--- src/rtl/mux_nx1_rr.sv ---
// mux_nx1_rr: N-to-1 multiplexer feeding a one-entry output register.
//
// Channel choice comes from one of two sources. With MODE 0 it is the
// "select" input. With MODE 1 it is a round-robin search that starts at
// an internal pointer. The chosen word is loaded into m_out one cycle
// after its ready_out bit is high.
//
// Handshake rules (valid/ready):
//   - A channel word moves on a rising edge where valid_in[i] and
//     ready_out[i] are both high. ready_out depends combinationally on
//     valid_in, select, m_ready and the current state.
//   - The output word is consumed on a rising edge where m_valid and
//     m_ready are both high. m_out, m_chan and m_valid stay stable while
//     m_valid is high and m_ready is low.
//
// Ports:
//   clock        rising-edge clock
//   reset        asynchronous, active-high reset
//   data_in      CHANNELS*WIDTH packed words; channel i is [i*WIDTH +: WIDTH]
//   valid_in     per-channel offer
//   ready_out    per-channel take strobe (at most one bit high)
//   select       channel choice in MODE 0; ignored in MODE 1
//   m_out        registered output word
//   m_valid      m_out holds an unconsumed word
//   m_ready      downstream accepts m_out
//   m_chan       channel that produced m_out
//   dbg_state_o  current FSM state (0 = EMPTY, 1 = FULL)
//   dbg_ptr_o    round-robin search start pointer (always 0 in MODE 0)
module mux_nx1_rr #(
    parameter int WIDTH    = 8,
    parameter int CHANNELS = 4,
    parameter int MODE     = 0,
    localparam int SELW    = (CHANNELS > 1) ? $clog2(CHANNELS) : 1
) (
    input  logic                      clock,
    input  logic                      reset,
    input  logic [CHANNELS*WIDTH-1:0] data_in,
    input  logic [CHANNELS-1:0]       valid_in,
    output logic [CHANNELS-1:0]       ready_out,
    input  logic [SELW-1:0]           select,
    output logic [WIDTH-1:0]          m_out,
    output logic                      m_valid,
    input  logic                      m_ready,
    output logic [SELW-1:0]           m_chan,
    output logic                      dbg_state_o,
    output logic [SELW-1:0]           dbg_ptr_o
);

    typedef enum logic {
        EMPTY = 1'b0,
        FULL  = 1'b1
    } state_t;

    localparam logic [SELW-1:0] LAST_CH = SELW'(CHANNELS - 1);

    state_t           state_q, state_d;
    logic [WIDTH-1:0] m_out_q, m_out_d;
    logic [SELW-1:0]  m_chan_q, m_chan_d;
    logic [SELW-1:0]  ptr_q, ptr_d;

    logic             load_en;
    logic             grant_vld;
    logic [SELW-1:0]  grant_idx;

    // The register can take a new word when empty, or when the word it
    // holds leaves on this same edge.
    assign load_en = (state_q == EMPTY) || m_ready;

    // Grant selection.
    always_comb begin
        int c;
        c         = 0;
        grant_vld = 1'b0;
        grant_idx = '0;
        if (MODE == 1) begin
            // Search ptr, ptr+1, ... wrapping; the first requester wins.
            for (int k = 0; k < CHANNELS; k++) begin
                c = int'(ptr_q) + k;
                if (c >= CHANNELS) begin
                    c = c - CHANNELS;
                end
                if (!grant_vld && valid_in[c]) begin
                    grant_vld = 1'b1;
                    grant_idx = SELW'(c);
                end
            end
        end else begin
            // The loop covers only real channels, so an out-of-range select
            // never matches and produces no grant.
            for (int i = 0; i < CHANNELS; i++) begin
                if (select == SELW'(i) && valid_in[i]) begin
                    grant_vld = 1'b1;
                    grant_idx = SELW'(i);
                end
            end
        end
    end

    // Take strobe. It is gated by reset so that nothing is taken while
    // the register is held clear.
    always_comb begin
        ready_out = '0;
        if (load_en && grant_vld && !reset) begin
            ready_out[grant_idx] = 1'b1;
        end
    end

    // Next-state logic.
    always_comb begin
        state_d  = state_q;
        m_out_d  = m_out_q;
        m_chan_d = m_chan_q;
        ptr_d    = ptr_q;
        if (load_en) begin
            if (grant_vld) begin
                state_d  = FULL;
                m_out_d  = data_in[int'(grant_idx)*WIDTH +: WIDTH];
                m_chan_d = grant_idx;
                if (MODE == 1) begin
                    ptr_d = (grant_idx == LAST_CH) ? '0 : grant_idx + 1'b1;
                end
            end else begin
                // Drain or idle with no new word. The data registers hold.
                state_d = EMPTY;
            end
        end
    end

    always_ff @(posedge clock or posedge reset) begin
        if (reset) begin
            state_q  <= EMPTY;
            m_out_q  <= '0;
            m_chan_q <= '0;
            ptr_q    <= '0;
        end else begin
            state_q  <= state_d;
            m_out_q  <= m_out_d;
            m_chan_q <= m_chan_d;
            ptr_q    <= ptr_d;
        end
    end

    assign m_out       = m_out_q;
    assign m_chan      = m_chan_q;
    assign m_valid     = (state_q == FULL);
    assign dbg_state_o = state_q;
    assign dbg_ptr_o   = ptr_q;

endmodule

--- config.mk ---
export PLATFORM = sky130hd
export DESIGN_NAME = mux_nx1_rr
export DESIGN_NICKNAME = d
export VERILOG_FILES = /design/src/rtl/mux_nx1_rr.sv
export SDC_FILE = /design/constraint.sdc
export NUM_CORES = 1
export LEC_CHECK = 0
export BUFFER_PORTS_ARGS = -buffer_cell sky130_fd_sc_hd__buf_2
export CAP_MARGIN = 20
export CORE_MARGIN = 8
export CORE_UTILIZATION = 41
export DETAILED_ROUTE_END_ITERATION = 7
export GPL_TIMING_DRIVEN = 1
export PLACE_DENSITY = 0.89
export SYNTH_ARGS = -nofsm -noshare
export SYNTH_HDL_FRONTEND = slang
export SYNTH_SLANG_ARGS = --single-unit
--- constraint.sdc ---
create_clock -name clock -period 4.17 [get_ports clock]
set_input_delay 0.834 -clock clock [delete_from_list [all_inputs] [get_ports clock]]
set_output_delay 0.834 -clock clock [all_outputs]
set_load 0.05 [all_outputs]
* Word-level counts from Yosys, hierarchy flattened
Cells that the tools add are included.
Storage, ports and cells: bits in registers 11, input port bits 41, logic and storage cells 32, output and inout bits 18
Cells by class: bitwise operators 1, eq/ne operators 3, shifts and indexed selects 1, $lt $le $gt $ge 2, multiplexer cells 11, reduce and logical (&&, ||, !) cells 11
Operator list (count):
- 32-bit by 6-bit indexed part select with 8-bit output | 1
- 1-bit logical AND | 7
- 1-bit two-way mux | 7
- 2-bit equality test, second input constant | 2
- 2-bit two-way mux | 2
- 4-bit two-way mux | 1
- 2-bit by 3-bit < comparator with 1-bit output, second input constant | 1
- 1-bit demux with 2-bit select | 1
- 2-bit by 1-bit equality test with 1-bit output, second input constant | 1
- 2-bit by 1-bit greater-or-equal comparator with 1-bit output, second input constant | 1
- 2-bit logical NOT | 1
- 2-bit AND reduction | 1
- 1-bit logical NOT | 1
- 1-bit logical OR | 1
- 1-bit inverter | 1

* Depth between registers and ports, before layout
Gate-level depths: netlist (run 1).
depth in word-level cells 10, gate-level depth with buffers 6, mapped depth without buffers 4

* Worst setup path before layout (run 1)
OpenSTA, ideal clock, no wires.
path kind input -> output, from in select[0], to out ready_out[0], path slack 1.244 ns, data arrival time 2.092 ns, cell stages on the path 4, data required time 3.336 ns, path buffers 1, cells stage by stage buf_2 -> mux2_2 -> a21oi_2 -> and3_1
Between the ends: cells in the longest elaborated chain, start to end 10, elaborated cells on any way between the ends 23, those cells by class order compare: 2; eq/ne: 3; mux: 10; reduce/logical: 8
RTL lines:
- start: declaration | RTL line 40 | input logic [SELW-1:0] select,
- 2-bit by 1-bit equality test with 1-bit output | RTL line 91 | if (select == SELW'(i) && valid_in[i]) begin
- 1-bit logical AND | RTL line 91
- 1-bit two-way mux | RTL line 91
- 2-bit two-way mux (2 in a row) | RTL line 91
- 2-bit by 3-bit < comparator with 1-bit output (implied by the code) or 2-bit by 1-bit greater-or-equal comparator with 1-bit output (tied branches) | RTL line 104 | ready_out[grant_idx] = 1'b1;
- 1-bit logical AND (implied by the code) | RTL line 104
- 1-bit two-way mux (implied by the code) | RTL line 104
- 1-bit demux with 2-bit select | RTL line 104
- 4-bit two-way mux (*) | RTL line 103 | if (load_en && grant_vld && !reset) begin
- end: declaration | RTL line 39 | output logic [CHANNELS-1:0] ready_out,
Every way passes the cells marked *; elsewhere a longest branch is shown, timed or not.

* Worst setup path in the final report (run 1)
from in select[1], to out ready_out[3]
Same word-level chain as after synthesis.

==> results of run 1 <==
## per-stage QoR
| stage | cells | util | hold WS (ps) | setup slack (ps) | power (W) |
|---|---|---|---|---|---|
| global route | 143 | 0.5904 | 534.2 | 1019 | 0.0004406 |
| detailed placement | 139 | 0.5748 | 476.1 | 1101 | 0.0003446 |
| global placement | 139 | 0.5748 | 459.4 | 1153 | 0.0003400 |
| floorplan | 74 | - | 696.6 | 1244 | 0.0002946 |
| finish | 143 | 0.5904 | 493.8 | 1108 | 0.0004183 |
| CTS | 143 | 0.5904 | 492.1 | 1106 | 0.0004197 |
## placed cells by master, fill, tap and decap left out, types with 2 or more instances in the layout
| cell type | netlist | layout |
|---|---|---|
| dfrtp_1 | 11 | 11 |
| nand2b_1 | 2 | 2 |
| buf_2 | 1 | 56 |
| clkbuf_4 | 0 | 3 |
| nand2_2 | 2 | 2 |
| o22ai_1 | 8 | 8 |
| nand2_1 | 3 | 3 |
| mux2i_1 | 8 | 8 |
| conb_1 | 1 | 2 |
| nor2_1 | 9 | 9 |
| and3_1 | 2 | 2 |
| a221oi_1 | 8 | 8 |
| mux2_2 | 2 | 2 |
## synth_stat cells
| cell type | count |
|---|---|
| dfrtp_1 | 11 |
| nor2_1 | 9 |
| a221oi_1 | 8 |
| mux2i_1 | 8 |
| o22ai_1 | 8 |
| buf_4 | 4 |
| nand2_1 | 3 |
| and3_1 | 2 |
| buf_6 | 2 |
| mux2_2 | 2 |
| nand2_2 | 2 |
| nand2b_1 | 2 |
| a21oi_2 | 1 |
| and2_4 | 1 |
| and3b_1 | 1 |
| and4_1 | 1 |
| and4b_1 | 1 |
| buf_2 | 1 |
| clkbuf_1 | 1 |
| conb_1 | 1 |
| inv_1 | 1 |
| mux4_2 | 1 |
| nand3_1 | 1 |
| o21ai_0 | 1 |
## how the worst max path moves through the flow
stage | to | depth (start not counted) | startpoint | slack (ps)
floorplan | ready_out[0] | 4 | select[0] | 1240
global placement | ready_out[3] | 6 | select[1] | 1150
detailed placement | ready_out[3] | 6 | select[1] | 1100
CTS | ready_out[3] | 6 | select[1] | 1110
global route | ready_out[3] | 6 | select[1] | 1020
finish | ready_out[3] | 6 | select[1] | 1110
## cells by family after synthesis
kind of cell / count (synthesis)
flops: 11
other cells: 1
buf+inv: 9
compound gates: 18
mux: 11
simple gates: 23
## critical path, cell delays in order
cell     delay, ps
buf_2          160
mux4_2         550
nand2_2        210
nor2_1          80
and4_1         190
buf_2          200
## cell type report
| class | count | share of cell area |
|---|---|---|
| multi-input cells | 54 | 0.3915 |
| flip-flops and latches | 11 | 0.2760 |
| repair buffers | 56 | 0.2811 |
| well taps | 17 | 0.02133 |
| clock buffers | 4 | 0.02635 |
| inverters | 1 | 0.003764 |
## state kept, by name (all words and copies together) (netlist names)
register,cells
m_out,8
dbg_state_o,1
m_chan,2
## power by group through the flow
stage / Combinational, W / Clock (W) / Sequential [W]
final: 0.000202 / 0.0000763 / 0.000140
after CTS: 0.000203 / 0.0000765 / 0.000140
after floorplan: 0.0000731 / 0 / 0.000222
after detailed placement: 0.000204 / 0 / 0.000141
after global routing: 0.000215 / 0.0000818 / 0.000143
after global placement: 0.000199 / 0 / 0.000141
## layer usage
layer	global-route usage	wire [um]	vias up
li1	-	-	379
met1	0.1743	950	359
met2	0.2309	1180	50
met3	0.05960	235	9
met4	0.08392	67	0
met5	0	0	-
==> impl_metrics.toml, run 1 <==
[sta]
rsz0062_at_grt = "false"
layout_min_cycle_time_ps = 3062
timing.final.crit_share = 0.7342
maxSlewHeadroom = 0.6668
tns_ps = 0
finalHoldViolCount = 0
fmaxAchievable_mhz = 326.6
tightest_slew_ps = 499.3
slew_violations = 0
fin_worst_skew_ps = 7.853
finalSetupViolCount = 0

[final_layout]
antenna_cells = 0
regArea_um2 = 275.3
multiInputGateArea_um2 = 390.4
fillCellCount = 167
drive_above_1_share = 0.5238
fin_nets = 168
final_cell_area_um2 = 997.2
area_growth_pct = 37.18

[yosys]
synth_top_area_frac = 0.3787
ys_warn_count = 0
netlist_area_um2 = 726.9
synth_area_leaders = "dfrtp_1 (38%), mux2i_1 (11%), a221oi_1 (9.6%), o22ai_1 (6.9%), nor2_1 (4.6%)"
synth_xor_area_frac = 0
synth-simple-area-share = 0.1704
ys_ff_latch = 11
syn-mean-instance-area_um2 = 9.958
synth_cell_types = 24
seq_area_frac_synth = 0.3787
synth_cells = 73
muxShareOfSynthArea = 0.1721
synth_compound_area_frac = 0.1842
synth_top_family_by_area = "compound AO/OA/AOI/OAI gates"
synth.largest_area_cell = "dfrtp_1"
synth-adder-area-share = 0

[global_routing]
grt_start_max_net_pins = 14
overflow = 0
grt_pass1_vias = 832
grt_pass1_wl_um = 3933
antenna_found_initial = 0
grt_util_all_layers = 0.1507

[die]
die_x_um = 58.11
chipHeight_um = 58.11
num_rows = 15
start_util = 0.4304
core_um2 = 1689
ioPinCount = 59
die_area_um2 = 3376

[route]
vias = 797
drt_iter0_drc = 18
drt_pass1_iterations = 4
drc_errors = 0
detail-route-antenna-nets = 0
wl_per_cell_um = 17.01
viasPerCell = 5.573
wl_um = 2433

[critical_path]
cp-end-kind = "output port"
worstPathRequired_ps = 3340
rrSetupSlack_ps = 2900
crit_path_max_fanout = 12
reg2reg_depth = 4
critPathLaunchType = "input port"
r2r_start = "dbg_state_o$_DFFE_PP0P_"
worstPathArrival_ps = 2230
r2r_end = "m_out[2]$_DFFE_PP0P_"
path_class = "input port to output port"

[placement]
hpwl_um = 1967
globalplace.congestion = 0.8395
post_dp_cell_area_um2 = 970.9
port_buffers = 56

[min_path]
hold_path.class = "flip-flop to flip-flop"
min-delay-start = "m_chan[0]$_DFFE_PP0P_"
min_to = "m_chan[0]$_DFFE_PP0P_"
min_path_cells = 2

[power_and_ir_drop]
power_switching_w = 0.0001956
intPower_w = 0.0002227
p_leak_nw = 0.5515
powerDensity_nw_per_um2 = 419.5
vdd_drop_max_mv = 0.2270
comb_power_share = 0.484
power_frac_seq = 0.334
clockPowerShare = 0.182
switching_share = 0.4676

[cts]
cts-resized-gates = 0
cts.clk_slew.worst_paths_ps = 80
post-cts-setup-buffers = 0
clockBufferDepth = 2
clk_latency_ps = 270
cts_hold_buf = 0
cts_tree = "done"
htree_levels = 1
clock_sinks = 11
root_buffer = "clkbuf_4"
cts_made_buffers = 3

[outcome]
status = "finished clean"

[job]
maxCapViolCount = 0
Note: power is estimated with default switching activity, not from simulation.
==> inputs of run 2 (changes only) <==
Settings changed: CORE_UTILIZATION 41 to 34, PLACE_DENSITY 0.89 to 0.79.
Clock period 4.17 ns to 2.7 ns, I/O delays scaled along.
==> run 2 against run 1 <==
Against the previous run:
- critical path depth down 1
- sequential cell count unchanged
- via count up 0.88%
- non-clock buffer count up 3
- sequential share of layout area down 0.94 points
- combinational power up 57%
- largest power group unchanged
- critical path type unchanged
- clock power up 55%
- die area up 15%
==> impl_metrics.toml, run 2 (same netlist as run 1, synthesis figures left out) <==
[sta]
layout_min_cycle_time_ps = 2398
fmaxAchievable_mhz = 417.0
whs_ps = 277.9
slew_violations = 0
fin_worst_skew_ps = 1.641
finalSetupViolCount = 0
tns_ps = 0
rsz0062_at_grt = "false"
finalHoldViolCount = 0
timing.final.crit_share = 0.8882

[cts]
cts-resized-gates = 0
cts_made_buffers = 3
cts_hold_buf = 0
clockBufferDepth = 2
cts_tree = "done"
post-cts-setup-buffers = 0
clock_sinks = 11
htree_levels = 1
root_buffer = "clkbuf_4"
cts.clk_slew.worst_paths_ps = 70
clk_latency_ps = 280

[power_and_ir_drop]
vdd_drop_max_mv = 0.4762
powerDensity_nw_per_um2 = 630.1
p_leak_nw = 0.5662

[die]
num_rows = 16
chipHeight_um = 62.24
start_util = 0.3668
die_x_um = 62.24
core_um2 = 1982
ioPinCount = 59
die_area_um2 = 3874

[outcome]
status = "finished clean"

[global_routing]
antenna_found_initial = 0
grt_pass1_vias = 856
grt_start_max_net_pins = 12
grt_util_all_layers = 0.1281
overflow = 0
grt_pass1_wl_um = 4002

[final_layout]
final_common_cell = "buf_2"
antenna_cells = 0
fillCellCount = 190
fin_nets = 171
area_growth_pct = 42.00
largest_register_ff_count = 8
final_cell_mix = "buf_2 (56), dfrtp_1 (11), nor2_1 (9)"
final_cell_area_um2 = 1032
drive_above_1_share = 0.5349

[route]
wl_per_cell_um = 15.64
vias = 804
drc_errors = 0
drt_iter0_drc = 16
wl_um = 2440
viasPerCell = 5.154
detail-route-antenna-nets = 0
drt_pass1_iterations = 4

[placement]
post_dp_cell_area_um2 = 1006
globalplace.congestion = 0.8101
port_buffers = 56
hpwl_um = 2008

[job]
maxCapViolCount = 0

[critical_path]
crit_path_max_fanout = 9
cp-end-kind = "output port"
worstPathArrival_ps = 1860
critPathLaunchType = "input port"
path_class = "input port to output port"
worstPathRequired_ps = 2160

[min_path]
hold_path.class = "input port to asynchronous set/reset pin"
## run 2: changes by cell type in the layout (fill, tap and decap cells not counted), sizes merged
cell / delta
buf: +3
## run 2: final cells by class
class                   instances  area, um^2  share of cell area
multi-input cells              54       390.4              0.3782
repair buffers                 59       302.8              0.2933
flip-flops and latches         11       275.3              0.2667
well taps                      27       33.78             0.03273
clock buffers                   4       26.28             0.02545
inverters                       1       3.754            0.003636
## run 2: per-layer routing
metal	track usage	vias up	wire length [um]
li1	-	385	-
met1	0.1455	368	967
met2	0.1953	43	1173
met3	0.05197	8	213
met4	0.07872	0	85
met5	0	-	0
## run 2: power by group
part           leakage (nW)  switching, W  internal (W)
Combinational         0.427      0.000226     0.0000918
Sequential            0.124     0.0000163      0.000199
Clock                0.0150     0.0000603     0.0000574
Total                 0.566      0.000302      0.000348
## run 2: worst max-delay path, cell delays in order
cell     delay, ps
buf_2          130
mux2_2         360
a21oi_2        360
and3_1         210
buf_2          260
## run 2: final timing paths
path / slack, ps / endpoint / cells past startpoint / from
min in group clock: 480 / m_chan[1]$_DFFE_PP0P_ / 2 / m_chan[1]$_DFFE_PP0P_
max: 300 / ready_out[0] / 5 / select[0]
min: 280 / m_chan[1]$_DFFE_PP0P_ / 3 / reset
max in group asynchronous: 2270 / m_out[2]$_DFFE_PP0P_ / 3 / reset
max reg2reg: 1430 / m_out[6]$_DFFE_PP0P_ / 5 / dbg_state_o$_DFFE_PP0P_
min reg2reg: 480 / m_chan[1]$_DFFE_PP0P_ / 2 / m_chan[1]$_DFFE_PP0P_
## run 2: per-stage QoR
| step | setup slack [ps] | std cells | total power (W) | utilization |
|---|---|---|---|---|
| 2_1_floorplan | 361.8 | 74 | 0.0004550 | - |
| 3_3_place_gp | 327.4 | 152 | 0.0005319 | 0.5076 |
| 3_5_place_dp | 288.2 | 152 | 0.0005385 | 0.5076 |
| 4_1_cts | 285.4 | 156 | 0.0006585 | 0.5208 |
| 5_1_grt | 173.9 | 156 | 0.0006930 | 0.5208 |
| 6_report | 301.9 | 156 | 0.0006504 | 0.5208 |
